==> src/rtl/pipeline_hazard_scheduler_if.sv <==
// Bus between the pipeline datapath and the hazard scheduler.
// Inputs to the scheduler:
//   id_ex_memread, id_ex_rt, if_id_rs, if_id_rt   load-use detection
//   ex_branch_taken, id_jump                      redirect / squash
//   mdu_start, mdu_is_div, id_uses_hilo           MDU sequencing and HI/LO hazard
// Outputs from the scheduler:
//   pc_write, if_id_write, if_id_flush, id_ex_bubble    pipeline register controls
//   mdu_busy, mdu_done, mdu_overrun                     MDU status
//   stall_count                                         saturating stall counter
interface pipeline_hazard_scheduler_if;
    logic        id_ex_memread;
    logic [4:0]  id_ex_rt;
    logic [4:0]  if_id_rs;
    logic [4:0]  if_id_rt;
    logic        ex_branch_taken;
    logic        id_jump;
    logic        mdu_start;
    logic        mdu_is_div;
    logic        id_uses_hilo;
    logic        pc_write;
    logic        if_id_write;
    logic        if_id_flush;
    logic        id_ex_bubble;
    logic        mdu_busy;
    logic        mdu_done;
    logic        mdu_overrun;
    logic [15:0] stall_count;

    modport master (
        output id_ex_memread, id_ex_rt, if_id_rs, if_id_rt,
               ex_branch_taken, id_jump, mdu_start, mdu_is_div, id_uses_hilo,
        input  pc_write, if_id_write, if_id_flush, id_ex_bubble,
               mdu_busy, mdu_done, mdu_overrun, stall_count
    );

    modport slave (
        input  id_ex_memread, id_ex_rt, if_id_rs, if_id_rt,
               ex_branch_taken, id_jump, mdu_start, mdu_is_div, id_uses_hilo,
        output pc_write, if_id_write, if_id_flush, id_ex_bubble,
               mdu_busy, mdu_done, mdu_overrun, stall_count
    );
endinterface

==> src/rtl/pipeline_hazard_scheduler.sv <==
// Central stall/flush scheduler for the 5-stage MIPS pipeline.
// Combines load-use detection, EX branch redirect, ID jump squash and a
// multi-cycle MDU busy sequencer into PC / IF/ID / ID/EX controls, and keeps
// a saturating count of stall cycles.
// Ports:
//   clk    rising-edge clock
//   rst_n  asynchronous active-low reset
//   bus    pipeline_hazard_scheduler_if.slave (see interface file)
module pipeline_hazard_scheduler #(
    parameter int unsigned MULT_CYCLES = 4,
    parameter int unsigned DIV_CYCLES  = 32,
    parameter int unsigned CNT_W       = 6
) (
    input  logic                        clk,
    input  logic                        rst_n,
    pipeline_hazard_scheduler_if.slave  bus
);
    typedef enum logic {S_IDLE, S_BUSY} state_t;

    localparam logic [CNT_W-1:0] LP_MULT_LOAD = CNT_W'(MULT_CYCLES - 1);
    localparam logic [CNT_W-1:0] LP_DIV_LOAD  = CNT_W'(DIV_CYCLES - 1);

    state_t           r_state, w_state_nxt;
    logic [CNT_W-1:0] r_cnt, w_cnt_nxt;
    logic             r_done, w_done_nxt;
    logic             r_overrun, w_overrun_nxt;
    logic [15:0]      r_stall_count;

    logic w_load_use, w_hilo_hazard, w_busy;
    logic w_pc_write, w_if_id_write, w_if_id_flush, w_id_ex_bubble;

    assign w_busy        = (r_state == S_BUSY);
    assign w_load_use    = bus.id_ex_memread &
                           ((bus.id_ex_rt == bus.if_id_rs) | (bus.id_ex_rt == bus.if_id_rt));
    assign w_hilo_hazard = w_busy & bus.id_uses_hilo;

    // Branch wins over stalls: the instruction held in ID is wrong-path anyway.
    always_comb begin
        w_pc_write     = 1'b1;
        w_if_id_write  = 1'b1;
        w_if_id_flush  = 1'b0;
        w_id_ex_bubble = 1'b0;
        if (bus.ex_branch_taken) begin
            w_if_id_flush  = 1'b1;
            w_id_ex_bubble = 1'b1;
        end else if (w_hilo_hazard || w_load_use) begin
            w_pc_write     = 1'b0;
            w_if_id_write  = 1'b0;
            w_id_ex_bubble = 1'b1;
        end else if (bus.id_jump) begin
            w_if_id_flush  = 1'b1;
        end
    end

    // MDU sequencer next-state logic.
    always_comb begin
        w_state_nxt   = r_state;
        w_cnt_nxt     = r_cnt;
        w_done_nxt    = 1'b0;
        w_overrun_nxt = r_overrun;
        case (r_state)
            S_IDLE: begin
                if (bus.mdu_start) begin
                    w_state_nxt = S_BUSY;
                    w_cnt_nxt   = bus.mdu_is_div ? LP_DIV_LOAD : LP_MULT_LOAD;
                end
            end
            S_BUSY: begin
                if (bus.mdu_start) begin
                    w_overrun_nxt = 1'b1;
                end
                if (r_cnt == '0) begin
                    w_state_nxt = S_IDLE;
                    w_done_nxt  = 1'b1;
                end else begin
                    w_cnt_nxt = r_cnt - CNT_W'(1);
                end
            end
            default: w_state_nxt = S_IDLE;
        endcase
    end

    always_ff @(posedge clk or negedge rst_n) begin
        if (!rst_n) begin
            r_state       <= S_IDLE;
            r_cnt         <= '0;
            r_done        <= 1'b0;
            r_overrun     <= 1'b0;
            r_stall_count <= '0;
        end else begin
            r_state   <= w_state_nxt;
            r_cnt     <= w_cnt_nxt;
            r_done    <= w_done_nxt;
            r_overrun <= w_overrun_nxt;
            if (!w_pc_write && (r_stall_count != 16'hFFFF)) begin
                r_stall_count <= r_stall_count + 16'd1;
            end
        end
    end

    assign bus.pc_write     = w_pc_write;
    assign bus.if_id_write  = w_if_id_write;
    assign bus.if_id_flush  = w_if_id_flush;
    assign bus.id_ex_bubble = w_id_ex_bubble;
    assign bus.mdu_busy     = w_busy;
    assign bus.mdu_done     = r_done;
    assign bus.mdu_overrun  = r_overrun;
    assign bus.stall_count  = r_stall_count;
endmodule
==> src/flat_wrapper.sv <==
// flat-port wrapper written by rule: the top's interface ports become plain ports
module pipeline_hazard_scheduler_flat 
#(
    parameter int unsigned MULT_CYCLES = 4,
    parameter int unsigned DIV_CYCLES  = 32,
    parameter int unsigned CNT_W       = 6
)
  (clk, rst_n, bus_id_ex_memread, bus_id_ex_rt, bus_if_id_rs, bus_if_id_rt, bus_ex_branch_taken, bus_id_jump, bus_mdu_start, bus_mdu_is_div, bus_id_uses_hilo, bus_pc_write, bus_if_id_write, bus_if_id_flush, bus_id_ex_bubble, bus_mdu_busy, bus_mdu_done, bus_mdu_overrun, bus_stall_count);
  pipeline_hazard_scheduler_if bus_i ();
  input  logic clk;
  input  logic rst_n;
  input wire logic [$bits(bus_i.id_ex_memread)-1:0] bus_id_ex_memread;
  input wire logic [$bits(bus_i.id_ex_rt)-1:0] bus_id_ex_rt;
  input wire logic [$bits(bus_i.if_id_rs)-1:0] bus_if_id_rs;
  input wire logic [$bits(bus_i.if_id_rt)-1:0] bus_if_id_rt;
  input wire logic [$bits(bus_i.ex_branch_taken)-1:0] bus_ex_branch_taken;
  input wire logic [$bits(bus_i.id_jump)-1:0] bus_id_jump;
  input wire logic [$bits(bus_i.mdu_start)-1:0] bus_mdu_start;
  input wire logic [$bits(bus_i.mdu_is_div)-1:0] bus_mdu_is_div;
  input wire logic [$bits(bus_i.id_uses_hilo)-1:0] bus_id_uses_hilo;
  output wire logic [$bits(bus_i.pc_write)-1:0] bus_pc_write;
  output wire logic [$bits(bus_i.if_id_write)-1:0] bus_if_id_write;
  output wire logic [$bits(bus_i.if_id_flush)-1:0] bus_if_id_flush;
  output wire logic [$bits(bus_i.id_ex_bubble)-1:0] bus_id_ex_bubble;
  output wire logic [$bits(bus_i.mdu_busy)-1:0] bus_mdu_busy;
  output wire logic [$bits(bus_i.mdu_done)-1:0] bus_mdu_done;
  output wire logic [$bits(bus_i.mdu_overrun)-1:0] bus_mdu_overrun;
  output wire logic [$bits(bus_i.stall_count)-1:0] bus_stall_count;
  assign bus_i.id_ex_memread = bus_id_ex_memread;
  assign bus_i.id_ex_rt = bus_id_ex_rt;
  assign bus_i.if_id_rs = bus_if_id_rs;
  assign bus_i.if_id_rt = bus_if_id_rt;
  assign bus_i.ex_branch_taken = bus_ex_branch_taken;
  assign bus_i.id_jump = bus_id_jump;
  assign bus_i.mdu_start = bus_mdu_start;
  assign bus_i.mdu_is_div = bus_mdu_is_div;
  assign bus_i.id_uses_hilo = bus_id_uses_hilo;
  assign bus_pc_write = bus_i.pc_write;
  assign bus_if_id_write = bus_i.if_id_write;
  assign bus_if_id_flush = bus_i.if_id_flush;
  assign bus_id_ex_bubble = bus_i.id_ex_bubble;
  assign bus_mdu_busy = bus_i.mdu_busy;
  assign bus_mdu_done = bus_i.mdu_done;
  assign bus_mdu_overrun = bus_i.mdu_overrun;
  assign bus_stall_count = bus_i.stall_count;
  pipeline_hazard_scheduler #(.MULT_CYCLES(MULT_CYCLES), .DIV_CYCLES(DIV_CYCLES), .CNT_W(CNT_W)) u_core (.clk(clk), .rst_n(rst_n), .bus(bus_i));
endmodule
==> config.mk <==
export PLATFORM = sky130hd
export DESIGN_NAME = pipeline_hazard_scheduler_flat
export DESIGN_NICKNAME = d
export VERILOG_FILES = /design/src/rtl/pipeline_hazard_scheduler_if.sv /design/src/rtl/pipeline_hazard_scheduler.sv /design/src/flat_wrapper.sv
export SDC_FILE = /design/constraint.sdc
export NUM_CORES = 1
export LEC_CHECK = 0
export BUFFER_PORTS_ARGS = -buffer_cell sky130_fd_sc_hd__buf_4
export CAP_MARGIN = 25
export CORE_ASPECT_RATIO = 0.9
export CORE_UTILIZATION = 56
export DETAILED_ROUTE_END_ITERATION = 10
export PLACE_DENSITY = 0.83
export SLEW_MARGIN = 20
export SYNTH_ARGS = -nofsm -noshare
export SYNTH_HDL_FRONTEND = slang
export SYNTH_SLANG_ARGS = --single-unit
==> constraint.sdc <==
create_clock -name clk -period 2.6 [get_ports clk]
set_input_delay 0.52 -clock clk [delete_from_list [all_inputs] [get_ports clk]]
set_output_delay 0.52 -clock clk [all_outputs]
set_load 0.02 [all_outputs]
==> impl_metrics.env <==
export IMPL_cts_buffer_depth=2
export IMPL_die_area_sq_um=3118
export IMPL_drt_iter0_drc=45
export IMPL_leakage_nw=0.8819
export IMPL_post_cts_repair_setup_buffers=0
export IMPL_switchingPower_w=0.0005538
export IMPL_cts_resized=0
export IMPL_power_frac_seq_pct=44.5
export IMPL_clk_pin_slew_ns=0.13
export IMPL_async_flop_share_pct=100.0
export IMPL_fin_crit_ns=2.237
export IMPL_status="finished clean"
export IMPL_io_buffers=45
export IMPL_ant_nets=0
export IMPL_fin_setup_tns_ns=0
export IMPL_yosys_most_used_dff="dfrtp_1"
export IMPL_postLayoutSetupSlackWorst_ns=0.3631
export IMPL_arrival_ns=1.72
export IMPL_drtPass1Iterations=4
export IMPL_final_util_pct=73.13
export IMPL_crit_fanout=6
export IMPL_synth_nets=178
export IMPL_crit_type="primary input to primary output"
export IMPL_p_sw_share_pct=39.66
export IMPL_fmax_mhz=447.0
export IMPL_setup_viol_count_final=0
export IMPL_skew_ns=0.003523
export IMPL_n_antenna_cell=0
export IMPL_synth_cell_types=53
export IMPL_num_rows=18
export IMPL_syn_avg_cell_area_sq_um=10.61
export IMPL_n_fill_cell=218
export IMPL_clk_latency_ns=0.31
export IMPL_grt_pass1_vias=1272
export IMPL_syn_to_final_growth_pct=23.82
export IMPL_syn_inst=153
export IMPL_boundaryPins=46
export IMPL_dr_wl_met3_microns=157
export IMPL_cp_required_ns=2.08
export IMPL_cts_root_buf="clkbuf_4"
export IMPL_place_inst=234
export IMPL_ctsHoldBuffers=0
export IMPL_layout_drive_gt1_share_pct=33.84
export IMPL_layout_cells_non_filler=238
export IMPL_routabilityCongestion=0.9113
export IMPL_irDropWorstVdd_mv=0.4247
export IMPL_wirelength_met1_microns=1548
export IMPL_yosysSeqAreaShare_pct=38.55
export IMPL_hp_class="primary input to asynchronous set/reset pin"
export IMPL_cts_tree="built"
export IMPL_core_area_sq_um=2748
export IMPL_power_per_cell_area_nw_per_um2=694.9
export IMPL_grt_setup_unrepaired="false"
export IMPL_multi_input_area_sq_um=939.7
export IMPL_yosys_warnings=0
export IMPL_syn_area_sq_um=1623
export IMPL_synth_edf_count=0
export IMPL_routed_via_density=5.668
export IMPL_antenna_found_initial=0
export IMPL_die_w_microns=58.75
export IMPL_route_detailed_drc=0
export IMPL_wl_microns=3598
export IMPL_intPower_w=0.0008426
export IMPL_vias=1349
export IMPL_cts_buffers=3
export IMPL_cp_start_kind="primary input"
export IMPL_topRoutingLayerUsed="met4"
export IMPL_fin_crit_sh_pct=86.03
export IMPL_gr_total_overflow=0
export IMPL_place_ws_ns=0.3652
export IMPL_initial_core_util_pct=59.06
export IMPL_slew_viol_final=0
export IMPL_seq_area_sq_um=625.6
export IMPL_maxSlewHeadroom_pct=70.64
export IMPL_grt_max_degree=26
export IMPL_final_nets=224
export IMPL_dp_hpwl_microns=2730
export IMPL_cts_sinks=25
export IMPL_die_y_microns=53.07
export IMPL_wl_met2_microns=1815
export IMPL_final_hold_viol_count=0
export IMPL_combPwrFrac_pct=43.1
export IMPL_max_cap_violations=0
export IMPL_wire_per_inst_microns=15.12
export IMPL_worst_setup_path_end_kind="primary output"
export IMPL_grt_pass1_wl_microns=5934
export IMPL_power_share_clock_pct=12.4
export IMPL_grt_util_all_layers_pct=25.90
export IMPL_tightest_slew_ns=0.4404
export IMPL_ys_ff_latch=25
export IMPL_cts_max_level=1
-- critical path, cell delays in order --
cell,delay (ns)
buf_4,0.12
xnor2_1,0.12
nand3_1,0.13
o22ai_1,0.13
a21oi_1,0.38
o21a_1,0.18
buf_4,0.13
-- synthesized netlist by cell type, types with 3 or more instances --
| cell type | count | area, sq um |
|---|---|---|
| a21oi_1 | 4 | 20.02 |
| nor2b_1 | 3 | 18.77 |
| nor2_1 | 7 | 26.28 |
| inv_1 | 6 | 22.52 |
| a211oi_1 | 7 | 52.55 |
| dfrtp_1 | 25 | 625.6 |
| nand2_1 | 9 | 33.78 |
| and3_1 | 3 | 18.77 |
| a211oi_2 | 3 | 37.54 |
| xor2_1 | 10 | 87.58 |
| a31oi_1 | 4 | 25.02 |
| nand3_1 | 10 | 50.05 |
| nand2b_1 | 3 | 18.77 |
| xnor2_1 | 12 | 105.1 |
-- worst paths after layout --
check	start	endpoint	slack, ns	depth (start not counted)
hold / removal	rst_n	u_core.bus.stall_count[7]	0.08	1
hold reg to reg	u_core.bus.mdu_overrun	u_core.bus.mdu_overrun	0.48	1
min in group clk	bus_mdu_start	u_core.bus.mdu_overrun	0.47	2
setup / recovery	bus_id_ex_rt[3]	bus_if_id_flush	0.36	7
max in group asynchronous	rst_n	u_core.bus.mdu_done	2.27	1
setup reg to reg	u_core.r_cnt[0]	u_core.r_cnt[5]	0.64	8
-- cell type report --
cell class | count | share of cell area (%)
Clock buffer | 4 | 1.308
Inverter | 6 | 1.121
Multi-Input combinational cell | 117 | 46.76
Sequential cell | 25 | 31.13
Tap cell | 40 | 2.491
Timing Repair Buffer | 46 | 17.19
-- power by group through the flow --
stage	logic (W)	clock network [W]	registers, W
finish	0.000601	0.000174	0.000621
global route	0.000662	0.000193	0.000637
CTS	0.000605	0.000179	0.000618
detailed placement	0.000600	0	0.000626
global placement	0.000582	0	0.000612
floorplan	0.000353	0	0.000657
-- stage by stage --
| step | power, W | hold WS (ns) | instance area [sq um] |
|---|---|---|---|
| after floorplan | 0.001011 | 0.2244 | 1623 |
| after global placement | 0.001193 | 0.4396 | 1983 |
| after detailed placement | 0.001225 | 0.4426 | 1983 |
| after CTS | 0.001403 | 0.08278 | 2009 |
| after global routing | 0.001491 | 0.09215 | 2009 |
| final | 0.001396 | 0.08323 | 2009 |
-- flip-flops by register name (all words and copies together) (netlist names) --
signal and flops:
u_core.bus.mdu_busy 1, u_core.bus.mdu_done 1, u_core.bus.mdu_overrun 1, u_core.bus.stall_count 16, u_core.r_cnt 6
-- metal layers --
metal | global-route usage, % | vias to the layer above
li1 | - | 667
met1 | 30.19 | 643
met2 | 46.78 | 31
met3 | 7.335 | 8
met4 | 6.349 | 0
met5 | 0 | -
-- cells by family (layout without fill, tap and decap cells) --
group / Yosys count / count (layout) / share of synthesized area [%]
AO/OA/AOI/OAI: 39 / 39 / 22.98
adder cells (fa/ha/maj): 2 / 2 / 1.542
buffers and inverters: 11 / 56 / 3.546
multiplexers: 2 / 2 / 1.619
flip-flops: 25 / 25 / 38.55
AND/OR/NAND/NOR: 52 / 52 / 19.89
XOR/XNOR: 22 / 22 / 11.87
-- layout by cell type, fill, tap and decap left out, types with 2 or more instances in the layout --
cell	netlist	routed
buf_4	2	46
dfrtp_1	25	25
xnor2_1	12	12
nand3_1	10	10
xor2_1	10	10
nand2_1	9	9
nor2_1	7	7
a211oi_1	7	7
inv_1	6	6
a21oi_1	4	4
a31oi_1	4	4
and3_1	3	3
a211oi_2	3	3
nand2b_1	3	3
nor2b_1	3	3
clkbuf_4	0	3
o21a_1	2	2
and4_1	2	2
nand4_1	2	2
or3_1	2	2
a2111oi_4	2	2
o21ai_0	2	2
ha_1	2	2
Note: power is estimated with default switching activity, not from simulation.
